### config.mk
export PLATFORM = sky130hd
export DESIGN_NAME = proj_vertex_transform_flat
export DESIGN_NICKNAME = d
export VERILOG_FILES = /design/src/rtl/proj_vertex_transform_if.sv /design/src/rtl/proj_vertex_transform.sv /design/src/flat_wrapper.sv
export SDC_FILE = /design/constraint.sdc
export NUM_CORES = 2
export LEC_CHECK = 0
export CORE_ASPECT_RATIO = 2
export CORE_MARGIN = 5
export CORE_UTILIZATION = 60
export CTS_CLUSTER_SIZE = 14
export DETAILED_ROUTE_END_ITERATION = 16
export GPL_TIMING_DRIVEN = 0
export PLACE_DENSITY = 0.92
export SYNTH_ARGS = -nofsm -noshare
export SYNTH_HDL_FRONTEND = slang
export SYNTH_SLANG_ARGS = --single-unit
### constraint.sdc
create_clock -name clk -period 16.1 [get_ports clk]
set_clock_uncertainty 0.2 [all_clocks]
set_input_delay 3.22 -clock clk [delete_from_list [all_inputs] [get_ports clk]]
set_output_delay 3.22 -clock clk [all_outputs]
set_load 0.005 [all_outputs]
### src/rtl/proj_vertex_transform_if.sv
// rtl/proj_vertex_transform_if.sv - matrix/vertex input and clip-vertex output handshake bundle
interface proj_vertex_transform_if #(
  parameter int DW = 16
);
  logic [16*DW-1:0] projMtrx;
  logic [4*DW-1:0]  vtx_in;
  logic             in_valid;
  logic             in_ready;
  logic [4*DW-1:0]  vtx_out;
  logic             out_valid;
  logic             out_ready;

  modport master (
    output projMtrx, vtx_in, in_valid, out_ready,
    input  in_ready, vtx_out, out_valid
  );

  modport slave (
    input  projMtrx, vtx_in, in_valid, out_ready,
    output in_ready, vtx_out, out_valid
  );
endinterface

### src/rtl/proj_vertex_transform.sv
// rtl/proj_vertex_transform.sv - sequential 4x4 matrix x vertex multiply, one shared MAC over 16 cycles
module proj_vertex_transform #(
  parameter int DW   = 16,
  parameter int FRAC = 5
) (
  input  logic                    clk,
  input  logic                    rst,
  proj_vertex_transform_if.slave  bus
);
  localparam logic [1:0] IDLE = 2'd0;
  localparam logic [1:0] CALC = 2'd1;
  localparam logic [1:0] DONE = 2'd2;
  localparam int AW = 2*DW + 2;

  localparam logic signed [AW-1:0] SMAX = AW'((64'sd1 <<< (DW-1)) - 64'sd1);
  localparam logic signed [AW-1:0] SMIN = -SMAX - AW'(1);

  logic [1:0]              state;
  logic [1:0]              row;
  logic [1:0]              col;
  logic signed [AW-1:0]    acc;
  logic [16*DW-1:0]        mtx_r;
  logic [4*DW-1:0]         vtx_r;
  logic [DW-1:0]           r0, r1, r2;
  logic [4*DW-1:0]         vtx_q;
  logic                    ov;

  logic [3:0]              midx;
  logic [1:0]              vidx;
  logic signed [DW-1:0]    m_sel;
  logic signed [DW-1:0]    v_sel;
  logic signed [2*DW-1:0]  prod;
  logic signed [AW-1:0]    acc_next;
  logic signed [AW-1:0]    shifted;
  logic [DW-1:0]           res_sat;

  // Element 0 sits in the top bits of both packed buses, hence the inverted indices.
  always_comb begin
    midx     = ~{row, col};
    vidx     = ~col;
    m_sel    = mtx_r[int'(midx)*DW +: DW];
    v_sel    = vtx_r[int'(vidx)*DW +: DW];
    prod     = m_sel * v_sel;
    acc_next = acc + {{(AW-2*DW){prod[2*DW-1]}}, prod};
    shifted  = acc_next >>> FRAC;
    res_sat  = shifted[DW-1:0];
    if (shifted > SMAX)
      res_sat = {1'b0, {(DW-1){1'b1}}};
    else if (shifted < SMIN)
      res_sat = {1'b1, {(DW-1){1'b0}}};
  end

  assign bus.in_ready  = (state == IDLE) && !rst;
  assign bus.out_valid = ov;
  assign bus.vtx_out   = vtx_q;

  always_ff @(posedge clk) begin
    if (rst) begin
      state <= IDLE;
      row   <= 2'd0;
      col   <= 2'd0;
      acc   <= '0;
      mtx_r <= '0;
      vtx_r <= '0;
      r0    <= '0;
      r1    <= '0;
      r2    <= '0;
      vtx_q <= '0;
      ov    <= 1'b0;
    end else begin
      case (state)
        IDLE: begin
          if (bus.in_valid) begin
            mtx_r <= bus.projMtrx;
            vtx_r <= bus.vtx_in;
            row   <= 2'd0;
            col   <= 2'd0;
            acc   <= '0;
            state <= CALC;
          end
        end
        CALC: begin
          if (col == 2'd3) begin
            acc <= '0;
            col <= 2'd0;
            row <= row + 2'd1;
            // Rows 0-2 are parked so vtx_out only moves once, on entry to DONE.
            case (row)
              2'd0: r0 <= res_sat;
              2'd1: r1 <= res_sat;
              2'd2: r2 <= res_sat;
              default: begin
                vtx_q <= {r0, r1, r2, res_sat};
                ov    <= 1'b1;
                state <= DONE;
              end
            endcase
          end else begin
            acc <= acc_next;
            col <= col + 2'd1;
          end
        end
        DONE: begin
          if (bus.out_ready) begin
            ov    <= 1'b0;
            state <= IDLE;
          end
        end
        default: state <= IDLE;
      endcase
    end
  end
endmodule

### src/flat_wrapper.sv
// flat-port wrapper written by rule: the top's interface ports become plain ports
module proj_vertex_transform_flat 
#(
  parameter int DW   = 16,
  parameter int FRAC = 5
)
  (clk, rst, bus_projMtrx, bus_vtx_in, bus_in_valid, bus_out_ready, bus_in_ready, bus_vtx_out, bus_out_valid);
  proj_vertex_transform_if #(.DW(DW)) bus_i ();
  input  logic clk;
  input  logic rst;
  input wire logic [$bits(bus_i.projMtrx)-1:0] bus_projMtrx;
  input wire logic [$bits(bus_i.vtx_in)-1:0] bus_vtx_in;
  input wire logic [$bits(bus_i.in_valid)-1:0] bus_in_valid;
  input wire logic [$bits(bus_i.out_ready)-1:0] bus_out_ready;
  output wire logic [$bits(bus_i.in_ready)-1:0] bus_in_ready;
  output wire logic [$bits(bus_i.vtx_out)-1:0] bus_vtx_out;
  output wire logic [$bits(bus_i.out_valid)-1:0] bus_out_valid;
  assign bus_i.projMtrx = bus_projMtrx;
  assign bus_i.vtx_in = bus_vtx_in;
  assign bus_i.in_valid = bus_in_valid;
  assign bus_i.out_ready = bus_out_ready;
  assign bus_in_ready = bus_i.in_ready;
  assign bus_vtx_out = bus_i.vtx_out;
  assign bus_out_valid = bus_i.out_valid;
  proj_vertex_transform #(.DW(DW), .FRAC(FRAC)) u_core (.clk(clk), .rst(rst), .bus(bus_i));
endmodule
## Word level (Yosys, flattened, before mapping)

Index checks and enable logic that the tools add are counted.

| storage, ports and cells | value |
|---|---|
| register bits after elaboration | 473 |
| output and inout bits | 66 |
| word-level logic and storage cells | 66 |

| cells by class | value |
|---|---|
| $add $sub $neg | 3 |
| multipliers | 1 |
| $lt $le $gt $ge | 2 |
| eq/ne operators | 9 |
| shift operators | 2 |
| mux-type cells | 19 |
| bitwise operators | 3 |
| reduce and logical (&&, ||, !) cells | 16 |

Operator list:

| kind | count |
|---|---|
| $shiftx A256 B9 Y16 | 1 |
| $mux W34 | 2 |
| $pmux W34 S2 | 1 |
| $shiftx A64 B7 Y16 | 1 |
| $add A34 B34 Y34 | 1 |
| $mul A16 B16 Y32 | 1 |
| $mux W16 | 2 |
| $gt A29 B16 Y1 const B | 1 |
| $lt A29 B16 Y1 const B | 1 |
| $reduce_and A3 Y1 | 5 |
| $mux W2 | 7 |
| $pmux W2 S2 | 2 |
| $reduce_and A4 Y1 | 2 |
| $eq A2 B2 Y1 const B | 3 |
| $ne A2 B2 Y1 const B | 3 |
| $pmux W2 S3 | 1 |
| $add A2 B1 Y2 const B | 2 |
| $eq A2 B1 Y1 const B | 2 |
| $logic_not A2 Y1 | 2 |
| $not A4 Y4 | 1 |
| $reduce_and A2 Y1 | 2 |
| $reduce_bool A2 Y1 | 2 |
| $mux W1 | 3 |
| $reduce_or A3 Y1 | 1 |
| other kinds (6) | 6 |

## Depth between registers and ports, before layout

| logic depth | value |
|---|---|
| depth after elaboration | 7 |
| mapped depth | 46 |
| gate-level depth less buffers | 40 |

## Worst setup path after synthesis

OpenSTA, ideal clock, no wires.

| timing path | value |
|---|---|
| kind | register to register |
| start | register u_core.col[0] |
| end | register u_core.r2[6] |
| setup time | 133 ps |
| data arrival time | 10776 ps |
| required time | 15767 ps |
| setup slack | 4992 ps |
| cell stages (with the launch flop) | 42 |
| path buffers | 7 |
| cells stage by stage | dfxtp_1 clkbuf_1 buf_2 clkbuf_1 buf_1 mux2_2 o21ai_1 clkbuf_1 nor2_1 fa_1 inv_1 fa_1 fa_1 inv_1 fa_1 fa_1 inv_1 fa_1 (+6 left out) a31o_2 nand2_1 o21ai_0 a211oi_1 a21oi_1 ha_1 clkbuf_1 and3_1 nor2b_1 a221oi_1 o31ai_1 a211o_1 or3_1 nor4_2 a41oi_4 buf_4 a21oi_2 a21oi_1 |

| on the way | value |
|---|---|
| longest elaborated chain between the ends | 7 |
| elaborated cells on any way between the ends | 12 |
| those cells by class | add/sub (1); mul (1); order compare (2); eq/ne (1); shift (2); mux (2); bitwise (2); reduce/logical (1) |

Ends and longest elaborated chain:

| element | line | RTL |
|---|---|---|
| start, declared | proj_vertex_transform.sv:20 | `logic [1:0] col;` |
| start signal, assigned | proj_vertex_transform.sv:100 | `col <= col + 2'd1;` |
| $not A4 Y4 or $not A2 Y2 (tied branches) | proj_vertex_transform.sv:39, proj_vertex_transform.sv:40 |  |
| $shiftx A256 B9 Y16 or $shiftx A64 B7 Y16 (tied branches) | proj_vertex_transform.sv:41, proj_vertex_transform.sv:42 |  |
| $mul A16 B16 Y32 | proj_vertex_transform.sv:43 | `prod = m_sel * v_sel;` |
| $add A34 B34 Y34 | proj_vertex_transform.sv:44 | `acc_next = acc + {{(AW-2*DW){prod[2*DW-1]}}, prod};` |
| $lt A29 B16 Y1 | proj_vertex_transform.sv:49 | `else if (shifted < SMIN)` |
| $mux W16 | proj_vertex_transform.sv:49 |  |
| $mux W16 | proj_vertex_transform.sv:47 | `if (shifted > SMAX)` |
| end signal, assigned | proj_vertex_transform.sv:91 | `2'd2: r2 <= res_sat;` |
| end, declared | proj_vertex_transform.sv:24 | `logic [DW-1:0] r0, r1, r2;` |

Parallel ways exist; a longest one is shown, timed or not.
A chain may end at the register's enable or synchronous reset.

## Worst setup path after layout

| timing path | value |
|---|---|
| start | register u_core.col[0] |
| end | register u_core.r1[3] |

| on the way | value |
|---|---|
| longest elaborated chain between the ends | 7 |
| elaborated cells on any way between the ends | 12 |
| those cells by class | add/sub (1); mul (1); order compare (2); eq/ne (1); shift (2); mux (2); bitwise (2); reduce/logical (1) |

Ends and longest elaborated chain:

| element | line | RTL |
|---|---|---|
| $not A4 Y4 or $not A2 Y2 (tied branches) | proj_vertex_transform.sv:39, proj_vertex_transform.sv:40 |  |
| $shiftx A256 B9 Y16 or $shiftx A64 B7 Y16 (tied branches) | proj_vertex_transform.sv:41, proj_vertex_transform.sv:42 |  |
| $mul A16 B16 Y32 | proj_vertex_transform.sv:43 |  |
| $add A34 B34 Y34 | proj_vertex_transform.sv:44 |  |
| $lt A29 B16 Y1 | proj_vertex_transform.sv:49 |  |
| $mux W16 | proj_vertex_transform.sv:49 |  |
| $mux W16 | proj_vertex_transform.sv:47 |  |
| end signal, assigned | proj_vertex_transform.sv:90 | `2'd1: r1 <= res_sat;` |
| end, declared | proj_vertex_transform.sv:24 |  |

Parallel ways exist; a longest one is shown, timed or not.

==> metrics.yaml <==
outcome: "completed"
die_x_um: 168
ys_seq_area_frac: 0.316
areaGrowthSynthToFinish_pct: 19.8
tightest_slew_ns: 1.32
post_cts_buffers: 0
synth.area.top_cells: "dfxtp_1 32%, fa_1 18%, nand2_1 12%"
cts.path.max_buffers: 3
rr_endpoint: "u_core.r1[3]"
cts_tree: "yes"
clk-insertion-delay-late_ns: 0.60
placed_area_um2: 34600
core_area_um2: 49800
synth_edf_count: 0
ctsHoldBuffers: 0
grt_overflow: 0
grt_pass1_vias: 30100
synth_top_area_frac: 0.316
reg2regPathDepth: 40
drive_gt1_frac: 0.0441
cpMaxStageDelayCell: "clkbuf_1"
clkSinkCount: 473
post-synth-top-area-cell: "dfxtp_1"
die_area_um2: 54800
grt_first_pass_wirelength_mm: 172
synth.cell_area_um2: 29900
cpMostUsedCell: "fa_1"
final_util: 0.721
synth.distinct_cells: 66
antennaDiodeCount: 0
crit_path_max_fanout: 10
wl_per_cell_um: 25.1
die_h_um: 326
htreeDepth: 2
reg2reg_from: "u_core.col[0]"
p_per_area_nw_per_um2: 93.4
critPathLaunchType: "register"
hold_class: "reg -> reg"
max_freq_mhz: 69.5
netlist_instances: 3542
track_usage: 0.416
synth_most_common_cell: "nand2_1"
routed_via_density: 6.17
yosys_most_used_dff: "dfxtp_1"
ant_nets: 0
path_class: "reg -> reg"
ys_seq_elements: 473
first_pass_iters: 9
end_kind: "register"
tns_ns: 0
antenna_found_initial: 4
netlist_top_cells_count: "936 x nand2_1, 502 x a21oi_1, 473 x dfxtp_1"
peakVddDrop_v: 0.0000968
nets: 4681
cts-root-buf: "clkbuf_16"
setup_slack_ns: 1.72
avgSynthCellArea_um2: 8.46
cp.arrival_ns: 14.61
fillCellCount: 3741
hold_violations: 0
async_flop_share: 0
hpwlAfterDp_mm: 93.8
yosys_warnings: 0
rsz0062_at_grt: "no"
vias: 28700
slew_headroom: 0.122
p_leak_nw: 14.8
io_buffers: 388
finalCriticalPeriod_ns: 14.38
drc: 0
ios: 390
critPathCapture: "u_core.r1[3]"
setup_viol: 0
clkSlewWorstSetupHoldPaths_ns: 0.07
rows: 116
cts_made_buffers: 42
final_max_slew_viol_count: 0
finalWirelength_mm: 117
r2r_setup_slack_ns: 1.72
fin_crit_sh: 0.893
place.gp.congestion: 1.04
cp-startpoint: "u_core.col[0]"
cts_resized: 0
cp_slowest_stage_delay_ns: 1.01
grt_max_degree: 15
syn_nets: 4249
place_ws_ns: 2.03
drt-initial-drc-count: 2912
design_area_um2: 35900
start_util: 0.602
crit_required_ns: 16.33
maxCapViolations: 0
-- stage by stage --
stage          total power [mW]  std cells  hold slack [ns]
2_1_floorplan              1.94       3542            0.229
3_3_place_gp               2.34       4579            0.236
3_5_place_dp               2.37       4579            0.239
4_1_cts                    3.31       4641            0.249
5_1_grt                    3.45       4641            0.269
6_report                   3.35       4641            0.244
-- where the power goes --
| part | switching (mW) | total (mW) | leakage, nW | internal, mW |
|---|---|---|---|---|
| combinational | 0.718 | 1.12 | 10.3 | 0.397 |
| sequential | 0.0370 | 1.26 | 3.86 | 1.23 |
| clock | 0.459 | 0.972 | 0.605 | 0.513 |
| total | 1.21 | 3.35 | 14.8 | 2.14 |
-- worst max-delay path: cells and delay by family (launching register included) --
family,cells,cell delay (ns)
adder cells (fa/ha/maj),8,4.07
AND/OR/NAND/NOR,7,1.08
flip-flops,1,0.34
buffers and inverters,9,3.42
AO/OA/AOI/OAI,12,3.80
XOR/XNOR,3,0.92
multiplexers,1,0.36
-- sequential cells by signal (all words and copies together), names as in the netlist, 16 cells and up --
name,flops
u_core.acc,34
u_core.bus.vtx_out,64
u_core.mtx_r,256
u_core.r0,16
u_core.r1,16
u_core.r2,16
u_core.vtx_r,64
-- how the worst min path moves through the flow --
stage,from,endpoint,depth (start not counted)
global placement,u_core.r2[1],u_core.bus.vtx_out[17],2
floorplan,u_core.r2[0],u_core.bus.vtx_out[16],2
CTS,u_core.r2[1],u_core.bus.vtx_out[17],2
detailed placement,u_core.r2[1],u_core.bus.vtx_out[17],2
global route,u_core.r2[1],u_core.bus.vtx_out[17],2
finish,u_core.r2[3],u_core.bus.vtx_out[19],2
-- cell families after synthesis --
family / synth area share
buffers and inverters: 0.0698
and+or+nand+nor: 0.162
AOI/OAI and AO/OA: 0.139
xor gates and xnor gates: 0.0177
adders and majority gates: 0.226
muxes: 0.0692
DFF: 0.316
-- area by class of cell --
| class | count | area, um2 | share of cell area |
|---|---|---|---|
| multi-input cells | 2515 | 18400 | 0.513 |
| flip-flops and latches | 473 | 9470 | 0.264 |
| well taps | 649 | 812 | 0.0226 |
| repair buffers | 388 | 3880 | 0.108 |
| plain buffers | 211 | 805 | 0.0224 |
| inverters | 343 | 1290 | 0.0359 |
| clock inverters | 10 | 104 | 0.00289 |
| clock buffers | 52 | 1130 | 0.0315 |
-- layer usage --
| metal | track usage | part of all wire |
|---|---|---|
| met1 | 0.395 | 0.29 |
| met2 | 0.729 | 0.50 |
| met3 | 0.0641 | 0.083 |
| met4 | 0.419 | 0.13 |
| met5 | 0 | 0.00023 |
-- cell usage in the layout (no fill, tap or decap), types with 85 or more instances in the layout --
cell and count:
a21oi_1 502, clkbuf_1 201, clkdlybuf4s50_1 388, dfxtp_1 473, fa_1 263, ha_1 120, inv_1 343, mux4_2 85
nand2_1 936, nor2_1 206
Note: power is estimated with default switching activity, not from simulation.
